===== config.mk =====
export PLATFORM = sky130hd
export DESIGN_NAME = serial_adder_flat
export DESIGN_NICKNAME = d
export VERILOG_FILES = /design/src/rtl/serial_adder_pkg.sv /design/src/rtl/serial_adder_if.sv /design/src/rtl/full_adder_1b.sv /design/src/rtl/serial_adder.sv /design/src/flat_wrapper.sv
export SDC_FILE = /design/constraint.sdc
export NUM_CORES = 1
export LEC_CHECK = 0
export BUFFER_PORTS_ARGS = -buffer_cell sky130_fd_sc_hd__buf_2
export CAP_MARGIN = 20
export CORE_MARGIN = 2
export CORE_UTILIZATION = 58
export DETAILED_ROUTE_END_ITERATION = 8
export PLACE_DENSITY = 0.84
export SETUP_SLACK_MARGIN = 0.4
export SLEW_MARGIN = 20
export SYNTH_ARGS = -nofsm -noshare
export SYNTH_HDL_FRONTEND = slang
export SYNTH_HIERARCHICAL = 1
export SYNTH_SLANG_ARGS = --single-unit

===== constraint.sdc =====
create_clock -name clk -period 3.27 [get_ports clk]
set_input_delay 0.327 -clock clk [delete_from_list [all_inputs] [get_ports clk]]
set_output_delay 0.327 -clock clk [all_outputs]
set_load 0.01 [all_outputs]

===== src/rtl/serial_adder_pkg.sv =====
// serial_adder_pkg: state encodings and default width shared by the serial adder files
package serial_adder_pkg;
  localparam int DEF_WIDTH = 8;
  typedef enum logic [1:0] {
    ST_IDLE = 2'd0,
    ST_ADD  = 2'd1,
    ST_DONE = 2'd2
  } state_e;
endpackage


===== src/rtl/serial_adder_if.sv =====
// serial_adder_if: start/busy/done handshake plus operand and result bus
// SERIAL_ADDER_OVF_EN adds the two's-complement overflow flag ovf
interface serial_adder_if #(parameter int WIDTH = 8);
  logic             start;
  logic [WIDTH-1:0] a;
  logic [WIDTH-1:0] b;
  logic             cin;
  logic             busy;
  logic             done;
  logic [WIDTH-1:0] sum;
  logic             cout;
`ifdef SERIAL_ADDER_OVF_EN
  logic             ovf;
  modport master (output start, a, b, cin, input busy, done, sum, cout, ovf);
  modport slave  (input start, a, b, cin, output busy, done, sum, cout, ovf);
`else
  modport master (output start, a, b, cin, input busy, done, sum, cout);
  modport slave  (input start, a, b, cin, output busy, done, sum, cout);
`endif
endinterface


===== src/rtl/full_adder_1b.sv =====
// full_adder_1b: gate-level one-bit full adder cell
module full_adder_1b (
  input  logic a,
  input  logic b,
  input  logic cin,
  output logic sum,
  output logic cout
);
  logic ab_x, ab_a, c_a;
  xor g_x0 (ab_x, a, b);
  xor g_x1 (sum, ab_x, cin);
  and g_a0 (ab_a, a, b);
  and g_a1 (c_a, ab_x, cin);
  or  g_o0 (cout, ab_a, c_a);
endmodule


===== src/rtl/serial_adder.sv =====
// serial_adder: bit-serial LSB-first adder, one full-adder cell, WIDTH+1 cycles per op
// SERIAL_ADDER_OVF_EN adds the ovf output (carry into MSB xor carry-out)
module serial_adder
  import serial_adder_pkg::*;
#(
  parameter int WIDTH = DEF_WIDTH
) (
  input logic          clk,
  input logic          rst_n,
  serial_adder_if.slave bus
);
  localparam int CNT_W = $clog2(WIDTH + 1);
  state_e           state_q, state_d;
  logic [CNT_W-1:0] cnt_q, cnt_d;
  logic [WIDTH-1:0] opa_q, opa_d, opb_q, opb_d, res_q, res_d, sum_q, sum_d, res_sh;
  logic             carry_q, carry_d, cout_q, cout_d, done_q, done_d;
  logic             s, c, last;
`ifdef SERIAL_ADDER_OVF_EN
  logic             ovf_q, ovf_d;
`endif
  full_adder_1b u_fa (.a(opa_q[0]), .b(opb_q[0]), .cin(carry_q), .sum(s), .cout(c));
  // new sum bit enters at the MSB so the LSB-first result lands in place after WIDTH shifts
  assign res_sh = (res_q >> 1) | (WIDTH'(s) << (WIDTH - 1));
  assign last   = cnt_q == CNT_W'(WIDTH - 1);
  always_comb begin
    state_d = state_q;
    cnt_d   = cnt_q;
    opa_d   = opa_q;
    opb_d   = opb_q;
    res_d   = res_q;
    carry_d = carry_q;
    sum_d   = sum_q;
    cout_d  = cout_q;
    done_d  = 1'b0;
`ifdef SERIAL_ADDER_OVF_EN
    ovf_d   = ovf_q;
`endif
    if (state_q == ST_ADD) begin
      opa_d   = opa_q >> 1;
      opb_d   = opb_q >> 1;
      res_d   = res_sh;
      carry_d = c;
      cnt_d   = cnt_q + CNT_W'(1);
      if (last) begin
        state_d = ST_DONE;
        done_d  = 1'b1;
        sum_d   = res_sh;
        cout_d  = c;
`ifdef SERIAL_ADDER_OVF_EN
        ovf_d   = carry_q ^ c;
`endif
      end
    end else if (bus.start) begin
      state_d = ST_ADD;
      opa_d   = bus.a;
      opb_d   = bus.b;
      carry_d = bus.cin;
      cnt_d   = '0;
    end else begin
      state_d = ST_IDLE;
    end
  end
  always_ff @(posedge clk or negedge rst_n) begin
    if (!rst_n) begin
      state_q <= ST_IDLE;
      cnt_q   <= '0;
      opa_q   <= '0;
      opb_q   <= '0;
      res_q   <= '0;
      carry_q <= 1'b0;
      sum_q   <= '0;
      cout_q  <= 1'b0;
      done_q  <= 1'b0;
`ifdef SERIAL_ADDER_OVF_EN
      ovf_q   <= 1'b0;
`endif
    end else begin
      state_q <= state_d;
      cnt_q   <= cnt_d;
      opa_q   <= opa_d;
      opb_q   <= opb_d;
      res_q   <= res_d;
      carry_q <= carry_d;
      sum_q   <= sum_d;
      cout_q  <= cout_d;
      done_q  <= done_d;
`ifdef SERIAL_ADDER_OVF_EN
      ovf_q   <= ovf_d;
`endif
    end
  end
  assign bus.busy = state_q == ST_ADD;
  assign bus.done = done_q;
  assign bus.sum  = sum_q;
  assign bus.cout = cout_q;
`ifdef SERIAL_ADDER_OVF_EN
  assign bus.ovf  = ovf_q;
`endif
endmodule


===== src/flat_wrapper.sv =====
// flat-port wrapper written by rule: the top's interface ports become plain ports
module serial_adder_flat import serial_adder_pkg::*;
#(
  parameter int WIDTH = DEF_WIDTH
)
  (clk, rst_n, bus_start, bus_a, bus_b, bus_cin, bus_busy, bus_done, bus_sum, bus_cout);
  serial_adder_if #(.WIDTH(WIDTH)) bus_i ();
  input logic clk;
  input logic rst_n;
  input wire logic [$bits(bus_i.start)-1:0] bus_start;
  input wire logic [$bits(bus_i.a)-1:0] bus_a;
  input wire logic [$bits(bus_i.b)-1:0] bus_b;
  input wire logic [$bits(bus_i.cin)-1:0] bus_cin;
  output wire logic [$bits(bus_i.busy)-1:0] bus_busy;
  output wire logic [$bits(bus_i.done)-1:0] bus_done;
  output wire logic [$bits(bus_i.sum)-1:0] bus_sum;
  output wire logic [$bits(bus_i.cout)-1:0] bus_cout;
  assign bus_i.start = bus_start;
  assign bus_i.a = bus_a;
  assign bus_i.b = bus_b;
  assign bus_i.cin = bus_cin;
  assign bus_busy = bus_i.busy;
  assign bus_done = bus_i.done;
  assign bus_sum = bus_i.sum;
  assign bus_cout = bus_i.cout;
  serial_adder #(.WIDTH(WIDTH)) u_core (.clk(clk), .rst_n(rst_n), .bus(bus_i));
endmodule

After elaboration in Yosys (flattened, before gate mapping)
Index checks and enable logic that the tools add are counted.
{"block": "classes", "n_addsub": 1, "mul": 0, "div_mod_pow": 0, "order_cmp": 0, "eq_ne": 3, "shift": 0, "muxes": 13, "bitwise": 6, "n_reduce_logical": 2}
{"cell": "$mux W8", "count": 4}
{"cell": "$mux W4", "count": 2}
{"cell": "$or A7 B8 Y8", "count": 1}
{"cell": "$mux W1", "count": 5}
{"cell": "$add A4 B1 Y4 const B", "count": 1}
{"cell": "$eq A4 B3 Y1 const B", "count": 1}
{"cell": "$mux W2", "count": 2}
{"cell": "$and A1 B1 Y1", "count": 2}
{"cell": "$eq A2 B1 Y1 const B", "count": 1}
{"cell": "$ne A2 B1 Y1 const B", "count": 1}
{"cell": "$reduce_and A2 Y1", "count": 1}
{"cell": "$reduce_bool A2 Y1", "count": 1}
{"cell": "$xor A1 B1 Y1", "count": 2}
{"cell": "$or A1 B1 Y1", "count": 1}
{"block": "word_totals", "regBits": 41, "latchBits": 0, "mem_bits_rw": 0, "romBits": 0, "word_cells": 34, "mem_count": 0}

Depth between registers and ports, before layout
Gate-level depths: netlist of the first run.
{"block": "depth", "depth_word": 4, "depth_mapped": 5, "ltp_nobuf": 3}

Cells and area by module
The synthesis of the first run kept the hierarchy.
{"mod": "serial_adder", "instances": 1, "cells_each": 129, "area_per_inst_um2": 1711.6}
{"mod": "full_adder_1b", "instances": 1, "cells_each": 1, "area_per_inst_um2": 20.0}

Least setup slack after synthesis of the first run
No wires, ideal clock.
{"block": "synth_timing", "kind": "register -> register", "from": "register u_core.cnt_q[0]", "to": "register u_core.sum_q[0], in the netlist u_core/bus.sum[0]", "setup_ns": 0.125, "t_arrival_ns": 1.229, "required_ns": 3.145, "setup_slack_ns": 1.916, "stages_incl_launch_ff": 5, "path_buffers": 1, "cell_sequence": "dfrtp_1 -> ha_1 -> and4b_4 -> buf_12 -> mux2_4"}
{"block": "synth_between", "elab_chain_cells": 2}
{"item": "start: declaration", "line": "serial_adder.sv:14", "source": "logic [CNT_W-1:0] cnt_q, cnt_d;"}
{"item": "start signal: assignment", "line": "serial_adder.sv:79", "source": "cnt_q <= cnt_d;"}
{"item": "$eq A4 B3 Y1", "line": "serial_adder.sv:24", "source": "assign last = cnt_q == CNT_W'(WIDTH - 1);"}
{"item": "$reduce_and A2 Y1 (no source line)"}
{"item": "end signal: assignment", "line": "serial_adder.sv:84", "source": "sum_q <= sum_d;"}
{"item": "end: declaration", "line": "serial_adder.sv:15", "source": "logic [WIDTH-1:0] opa_q, opa_d, opb_q, opb_d, res_q, res_d, sum_q, sum_d, res_sh;"}
Every way passes these cells.
A chain may end at the register's enable or synchronous reset.

Final worst setup path of the first run
{"block": "layout_timing", "from": "register u_core.state_q[1]", "to": "register u_core.cout_q, in the netlist u_core/bus.cout"}
{"block": "layout_between", "elab_chain_cells": 2}
{"item": "start: declaration", "line": "serial_adder.sv:13", "source": "state_e state_q, state_d;"}
{"item": "start signal: assignment", "line": "serial_adder.sv:78", "source": "state_q <= state_d;"}
{"item": "$eq A2 B1 Y1", "line": "serial_adder.sv:38", "source": "if (state_q == ST_ADD) begin"}
{"item": "$reduce_and A2 Y1 (no source line)"}
{"item": "end signal: assignment", "line": "serial_adder.sv:85", "source": "cout_q <= cout_d;"}
{"item": "end: declaration", "line": "serial_adder.sv:16", "source": "logic carry_q, carry_d, cout_q, cout_d, done_q, done_d;"}
Every way passes these cells.

==> results.txt, run 1 <==
----------------------------------------------------
[Run status]
  Status ... finished, violations left
  Violated checks ... design-rule violations

[CTS]
  Hold-fix buffers at CTS ... 0
  H-tree levels ... 2
  Number of resized instances in the post-cts repair step ... 0
  Number of buffers inserted to repair setup after CTS ... 0
  CTS sink count ... 40
  Cell at the root of the clock tree ... clkbuf_4
  Worst-skew pair later-pin latency ... roughly 330 ps
  Clock slew at reported path FFs ... between 100 and 150 ps
  Clock buffer count from CTS ... 5
  TritonCTS clock tree ... built
  Buffer depth of the longest clock path ... 2

[Drt]
  Final Routed Wirelength ... about 2700 um
  DRT Pass-1 Iters ... 6
  Residual antenna-violating net count after detailed routing ... 0
  Routed vias ... ~1100
  Routed len/inst ... roughly 14 um
  Number of design-rule violations left by the first detailed-router iteration ... 31
  Remaining routing DRC violations ... 2
  Number of vias per cell ... around 5.6

[Timing]
  Final setup violation count ... 0
  Maximum frequency from static timing analysis ... 549 MHz
  Crit path time final ... roughly 1800 ps
  Worst setup margin ... between 1000 and 1500 ps
  Hold_ws ... approximately 75 ps
  Total negative setup slack ... 0 ps
  RSZ-0062 raised after global routing ... no
  Skew final ... about 4.4 ps
  Max-slew violation total from the final report ... 0
  Final count of hold timing violations ... 0
  Worst slew margin relative to its limit ... 0.444
  Least-Margin Pin Slew ... approximately 830 ps
  Share of the clock period used by the worst path after layout ... 0.557

[Run]
  Count of maximum capacitance violations ... 0

[Synth]
  Post-synth net total ... 152
  Fraction of the yosys area taken by sequential cells ... 0.578
  Mean area per synthesized cell ... 13.3 sq um
  Share of the synthesized area in the top cell type ... 0.578
  Yosys warning total ... 6
  Count of unique library cells instantiated by Yosys ... 20
  Post-synthesis instance area ... between 1500 and 2000 sq um
  Cell types occupying the most area after synthesis ... dfrtp_1 (58%), mux2i_1 (10%), mux2_4 (6.9%)
  Flops & latches, synth ... 40
  Count of mapped cells out of synthesis ... 130
  Area leader, netlist ... dfrtp_1

[Place]
  Count of input and output buffers ... 30
  Gp weighted congestion ... 0.695
  Final HPWL from detailed placement ... 1810 um
  Placed Instance Area ... 1870 sq um
  Worst slack at placement ... between 1000 and 1500 ps
  Placed cells ... approximately 180

[Floorplan]
  Die area ... between 3000 and 4000 sq um
  Y dimension of the die ... 58.6 um
  Placement row count ... 19
  Std-Cell Core Area ... around 2800 sq um
  Initial core utilization ... 0.617
  Overall die width ... 58.6 um
  Number of top-level pins ... 31

[Worst setup path]
  Required time of the critical path ... 3500 ps
  CP arrival ... 2060 ps
  Timing startpoint of the critical path ... u_core/state_q[1]
  Worst path buffer plus inverter count ... 1
  Worst path top cell family by delay ... simple AND/OR/NAND/NOR gates
  Crit Reg-Reg Startpoint ... u_core/state_q[1]
  List of cells traversed by the critical path ... nor2b_4 > buf_4 > and4b_4 > mux2_2
  CP peak stage delay ... around 470 ps
  Startpoint kind of the worst setup timing path ... register
  Startpoint-to-endpoint class of the critical path ... register to register
  Library cell contributing the largest single delay on the critical path ... and4b_4
  Critical Path End Type ... register
  Critical Path Fanout Max ... 49

[Cells and area]
  Design Area, Final ... 2000 sq um
  Area of the multi-input gates ... 671 sq um
  Filler-free cell count of the finished design ... 192
  Share of the core filled with cells in the final layout ... 0.711
  Final #Nets ... 182
  Most common cell after layout, fill and taps aside ... dfrtp_1
  Footprint of the flip-flops and latches ... around 1000 sq um
  Fill cell instance count of the final layout ... 210
  Number of diodes added for antenna fixing ... 0
  Fraction of final layout cells with drive strength greater than 1 ... 0.366
  Area delta synth->final ... 15.2%
  Commonest cells after routing, fill and taps aside ... dfrtp_1 (40), buf_2 (30), mux2i_1 (18)

[GRT]
  Number of global-route vias before repair ... around 1000
  Total Routing Usage GR ... 0.193
  GR Overflow Total ... 0
  Initial antenna violation count ... 0
  Global-route wire length before repair ... 4820 um
  Largest net degree at the start of global routing ... 50

[Min path]
  Type of the most critical hold path ... primary input to asynchronous set/reset pin

[Power]
  Pwr Density ... between 900 and 1000 nW/um^2
  Total Power Consumption ... 1.97 mW
  Highest ir drop seen on vdd ... 0.497 mV
  Total leakage power ... approximately 1.0 nW

----------------------------------------------------
-- kinds of logic (layout without fill, tap and decap cells) --
logic type                 Yosys count  after routing  share of synthesized area
buffers and inverters                8             39                     0.0347
adders and majority gates            2              2                     0.0188
DFF                                 40             40                      0.578
muxes                               36             36                      0.238
and+or+nand+nor                     26             26                     0.0737
xor gates and xnor gates             1              1                    0.00506
AOI/OAI and AO/OA                   17             17                     0.0513
-- final cells by class --
type                       instances  area share
clock inverter                     3      0.0451
clock buffer                       5      0.0188
sequential                        40       0.502
tap                               31      0.0194
timing repair buffer              31      0.0790
multi-input combinational         82       0.336
-- Yosys cell counts --
cell	count
and4b_1	1
nor2b_4	1
mux2_4	8
o21ai_0	16
nand2b_1	1
ha_1	1
buf_12	1
nand2_1	17
xnor2_1	1
nor2_1	4
mux2i_1	18
and4b_4	1
dfrtp_1	40
fa_1	1
mux2_2	10
buf_2	5
nand3_1	1
a22o_1	1
buf_6	1
clkbuf_1	1
-- registers in the layout, summed over array words and instances, names as in the netlist --
register         flops
u_core/opb_q         8
u_core/res_q         7
u_core/cnt_q         4
u_core/opa_q         8
u_core/bus.sum       8
u_core/state_q       2
u_core/carry_q       1
u_core/bus.cout      1
u_core/bus.done      1
-- final timing paths --
kind | end | slack (ps) | cells past startpoint
max | u_core/bus.cout | 1450 | 4
min | u_core/bus.sum[6] | 80 | 1
max reg2reg | u_core/bus.cout | 1450 | 4
min reg2reg | u_core/opa_q[1] | 500 | 2
max in group asynchronous | u_core/opa_q[5] | 2670 | 1
min in group clk | u_core/opa_q[7] | 230 | 3
-- routing by layer --
metal / routed length, um / vias to the layer above / global-route usage
met1: 1200 / 528 / 0.251
met2: 1350 / 30 / 0.307
met5: 0 / - / 0
met3: 149 / 2 / 0.0747
li1: - / 510 / -
met4: 21 / 0 / 0.0487
-- worst reg2reg max path, stage by stage, from the launching register on --
cell and delay, ps:
dfrtp_1 410, nor2b_4 100, buf_4 370, and4b_4 470, mux2_2 370
-- where the power goes --
part / total, mW / internal, mW / switching, mW
sequential: 0.849 / 0.712 / 0.137
combinational: 0.649 / 0.345 / 0.304
clock: 0.469 / 0.315 / 0.154
total: 1.97 / 1.37 / 0.594
No activity file was read; power rests on OpenSTA's default activity.
==> run 2, diff against run 1 <==
--- a/config.mk
+++ b/config.mk
@@ -8,9 +8,9 @@
 export BUFFER_PORTS_ARGS = -buffer_cell sky130_fd_sc_hd__buf_2
 export CAP_MARGIN = 20
 export CORE_MARGIN = 2
-export CORE_UTILIZATION = 58
+export CORE_UTILIZATION = 54
 export DETAILED_ROUTE_END_ITERATION = 8
-export PLACE_DENSITY = 0.84
+export PLACE_DENSITY = 0.8
 export SETUP_SLACK_MARGIN = 0.4
 export SLEW_MARGIN = 20
 export SYNTH_ARGS = -nofsm -noshare
==> constraint.sdc (replaced) <==
create_clock -name clk -period 1.8 [get_ports clk]
set_input_delay 0.18 -clock clk [delete_from_list [all_inputs] [get_ports clk]]
set_output_delay 0.18 -clock clk [all_outputs]
set_load 0.01 [all_outputs]
==> run 2 against run 1 <==
- the run now ends clean
- sequential share of layout area decreased by 2.8 points
- combinational power increased to 2.6 times the previous value
- register-to-register slack worse by 1100 ps
- worst hold slack better by 39 ps
- sequential cell count unchanged
- critical path type unchanged
- total power rose by 87%
==> results.txt, run 2 (synthesis gave the netlist of run 1 again) <==
----------------------------------------------------
[Drt]
  Number of design-rule violations left by the first detailed-router iteration ... 64 (+110%)
  DRT Pass-1 Iters ... 6 (unchanged)
  Routed len/inst ... 15.6 um (+10%)
  Number of vias per cell ... 5.28 (-5.2%)
  Final Routed Wirelength ... 3390 um (+24%)
  Residual antenna-violating net count after detailed routing ... 0 (unchanged)
  Remaining routing DRC violations ... 0 (-2)
  Routed vias ... 1146 (+7.1%)

[Timing]
  Share of the clock period used by the worst path after layout ... 0.792 (+0.235)
  Worst setup margin ... 374 ps (-1070 ps)
  Final count of hold timing violations ... 0 (unchanged)
  RSZ-0062 raised after global routing ... yes
  Maximum frequency from static timing analysis ... 701 MHz (+28%)
  Worst slew margin relative to its limit ... 0.641 (+0.197)
  Skew final ... 5.19 ps (+0.799 ps)
  Total negative setup slack ... 0 ps (unchanged)
  Final setup violation count ... 0 (unchanged)
  Max-slew violation total from the final report ... 0 (unchanged)
  Crit path time final ... 1430 ps (-396 ps)
  Least-Margin Pin Slew ... 538 ps (-296 ps)

[Cells and area]
  Fill cell instance count of the final layout ... 233 (+11%)
  Filler-free cell count of the finished design ... 217 (+13%)
  Area delta synth->final ... 22.1%
  Footprint of the flip-flops and latches ... 1000 sq um (unchanged)
  Fraction of final layout cells with drive strength greater than 1 ... 0.399 (+0.0324)
  Share of the core filled with cells in the final layout ... 0.693 (-0.0188)
  Number of diodes added for antenna fixing ... 0 (unchanged)
  Area of the multi-input gates ... 688 sq um (+2.6%)
  Final #Nets ... 194 (+6.6%)
  Commonest cells after routing, fill and taps aside ... dfrtp_1 (40), buf_2 (29), mux2i_1 (18)
  Most common cell after layout, fill and taps aside ... dfrtp_1

[Min path]
  Instance count along the most critical hold path ... 3
  Hold Startpoint ... bus_a[7]
  Worst Hold End ... u_core/opa_q[7]
  Type of the most critical hold path ... primary input to register

[Place]
  Final HPWL from detailed placement ... 1930 um (+6.9%)
  Placed cells ... 198 (+7.6%)
  Count of input and output buffers ... 30 (unchanged)
  Gp weighted congestion ... 0.730 (+5.0%)
  Worst slack at placement ... 326 ps (-1120 ps)

[Worst setup path]
  Worst path buffer plus inverter count ... 0 (-1)
  Library cell contributing the largest single delay on the critical path ... dfrtp_1
  Terminus of the critical flop-to-flop path ... u_core/bus.cout
  Startpoint-to-endpoint class of the critical path ... register to register
  Worst path top cell family by delay ... flip-flops
  CP peak stage delay ... 390 ps (-80 ps)
  Slack of the worst reg-to-reg path ... 370 ps (-1070 ps)
  Cell count of the worst reg-to-reg path ... 3 (-1)
  Startpoint kind of the worst setup timing path ... register
  List of cells traversed by the critical path ... ha_2 > and4b_4 > mux2_4
  Critical Path End Type ... register
  CP arrival ... 1650 ps (-410 ps)
  Required time of the critical path ... 2020 ps (-1480 ps)
  Crit Reg-Reg Startpoint ... u_core/cnt_q[0]
  Critical Path Fanout Max ... 6 (-88%)

[Floorplan]
  Die area ... 3680 sq um (+6.9%)
  Placement row count ... 20 (+1)
  Initial core utilization ... 0.567 (-0.0501)
  Y dimension of the die ... 60.6 um (+3.4%)
  Std-Cell Core Area ... 3050 sq um (+8.8%)
  Overall die width ... 60.6 um (+3.4%)
  Number of top-level pins ... 31 (unchanged)

[CTS]
  H-tree levels ... 2 (unchanged)
  Buffer depth of the longest clock path ... 2 (unchanged)
  Clock buffer count from CTS ... 5 (unchanged)
  Cell at the root of the clock tree ... clkbuf_4
  Clock slew at reported path FFs ... 110 ps (about the same)
  Worst-skew pair later-pin latency ... 330 ps (about the same)
  TritonCTS clock tree ... built
  CTS sink count ... 40 (unchanged)

[GRT]
  Largest net degree at the start of global routing ... 41 (-18%)
  Initial antenna violation count ... 0 (unchanged)
  Total Routing Usage GR ... 0.208 (+0.0153)
  Global-route wire length before repair ... 5490 um (+14%)
  Number of global-route vias before repair ... 1188 (+14%)
  GR Overflow Total ... 0 (unchanged)

[Power]
  Total Power Consumption ... 3.67 mW (+87%)
  Total leakage power ... 1.08 nW (+6.7%)
  Highest ir drop seen on vdd ... 0.797 mV (+61%)
  Pwr Density ... 1740 nW/um^2 (+76%)

[Run]
  Count of maximum capacitance violations ... 0 (unchanged)

[Run status]
  Status ... complete, no violations

----------------------------------------------------
==> run 2: cell count changes in the layout (fill, tap and decap cells not counted), moves of 2 or more <==
cell       previous run  this run
bufinv_16             3         0
bufbuf_16             0         2
buf_4                 1         8
clkbuf_1              0         2
==> run 2: layout make-up <==
type,instances,area share
clock buffers,8,0.0278
multi-input cells,83,0.325
flip-flops and latches,40,0.473
repair buffers,42,0.147
well taps,44,0.0260
==> run 2: worst max-delay path by stage <==
stage                                from                end  slack [ps]  cells after the start
after floorplan           u_core/cnt_q[0]  u_core/bus.sum[0]         450                      4
after global placement    u_core/cnt_q[0]    u_core/bus.cout         390                      3
after detailed placement  u_core/cnt_q[0]    u_core/bus.cout         330                      3
after CTS                 u_core/cnt_q[0]    u_core/bus.cout         370                      3
after global routing      u_core/cnt_q[0]    u_core/bus.cout         330                      3
final                     u_core/cnt_q[0]    u_core/bus.cout         370                      3
==> run 2: metal layers <==
metal / global-route usage / share of wire / wire, um
met3: 0.0682 / 0.048 / 163
met5: 0 / 0 / 0
met2: 0.350 / 0.51 / 1720
met4: 0.0559 / 0.015 / 51
met1: 0.260 / 0.43 / 1450
==> run 2: where the power goes <==
part           leakage [nW]  internal (mW)  switching (mW)  total, mW
clock                0.0326          0.193           0.261      0.454
sequential            0.511           1.29           0.259       1.55
combinational         0.535          0.990           0.674       1.66
==> run 2: stage by stage <==
step / hold WS [ps] / cell area, sq um
2_1_floorplan: -116 / 1730
3_3_place_gp: 252 / 1900
3_5_place_dp: 257 / 1900
4_1_cts: 88.3 / 2080
5_1_grt: 88.1 / 2110
6_report: 115 / 2110
==> run 2: worst reg2reg max path: cells and delay by family (launching register included) <==
family        cells  cell delay, ps
simple gates      1             360
flops             1             390
fa+ha+maj         1             240
mux               1             330
==> run 2: what timing repair did <==
action                     CTS  global route
gates resized for setup      1             2
gates cloned                 3             0
buffers inserted             4             3
pin swaps                    1             1
setup endpoints to repair   10            13
hold endpoints to repair    40             0
hold buffers                 1             0
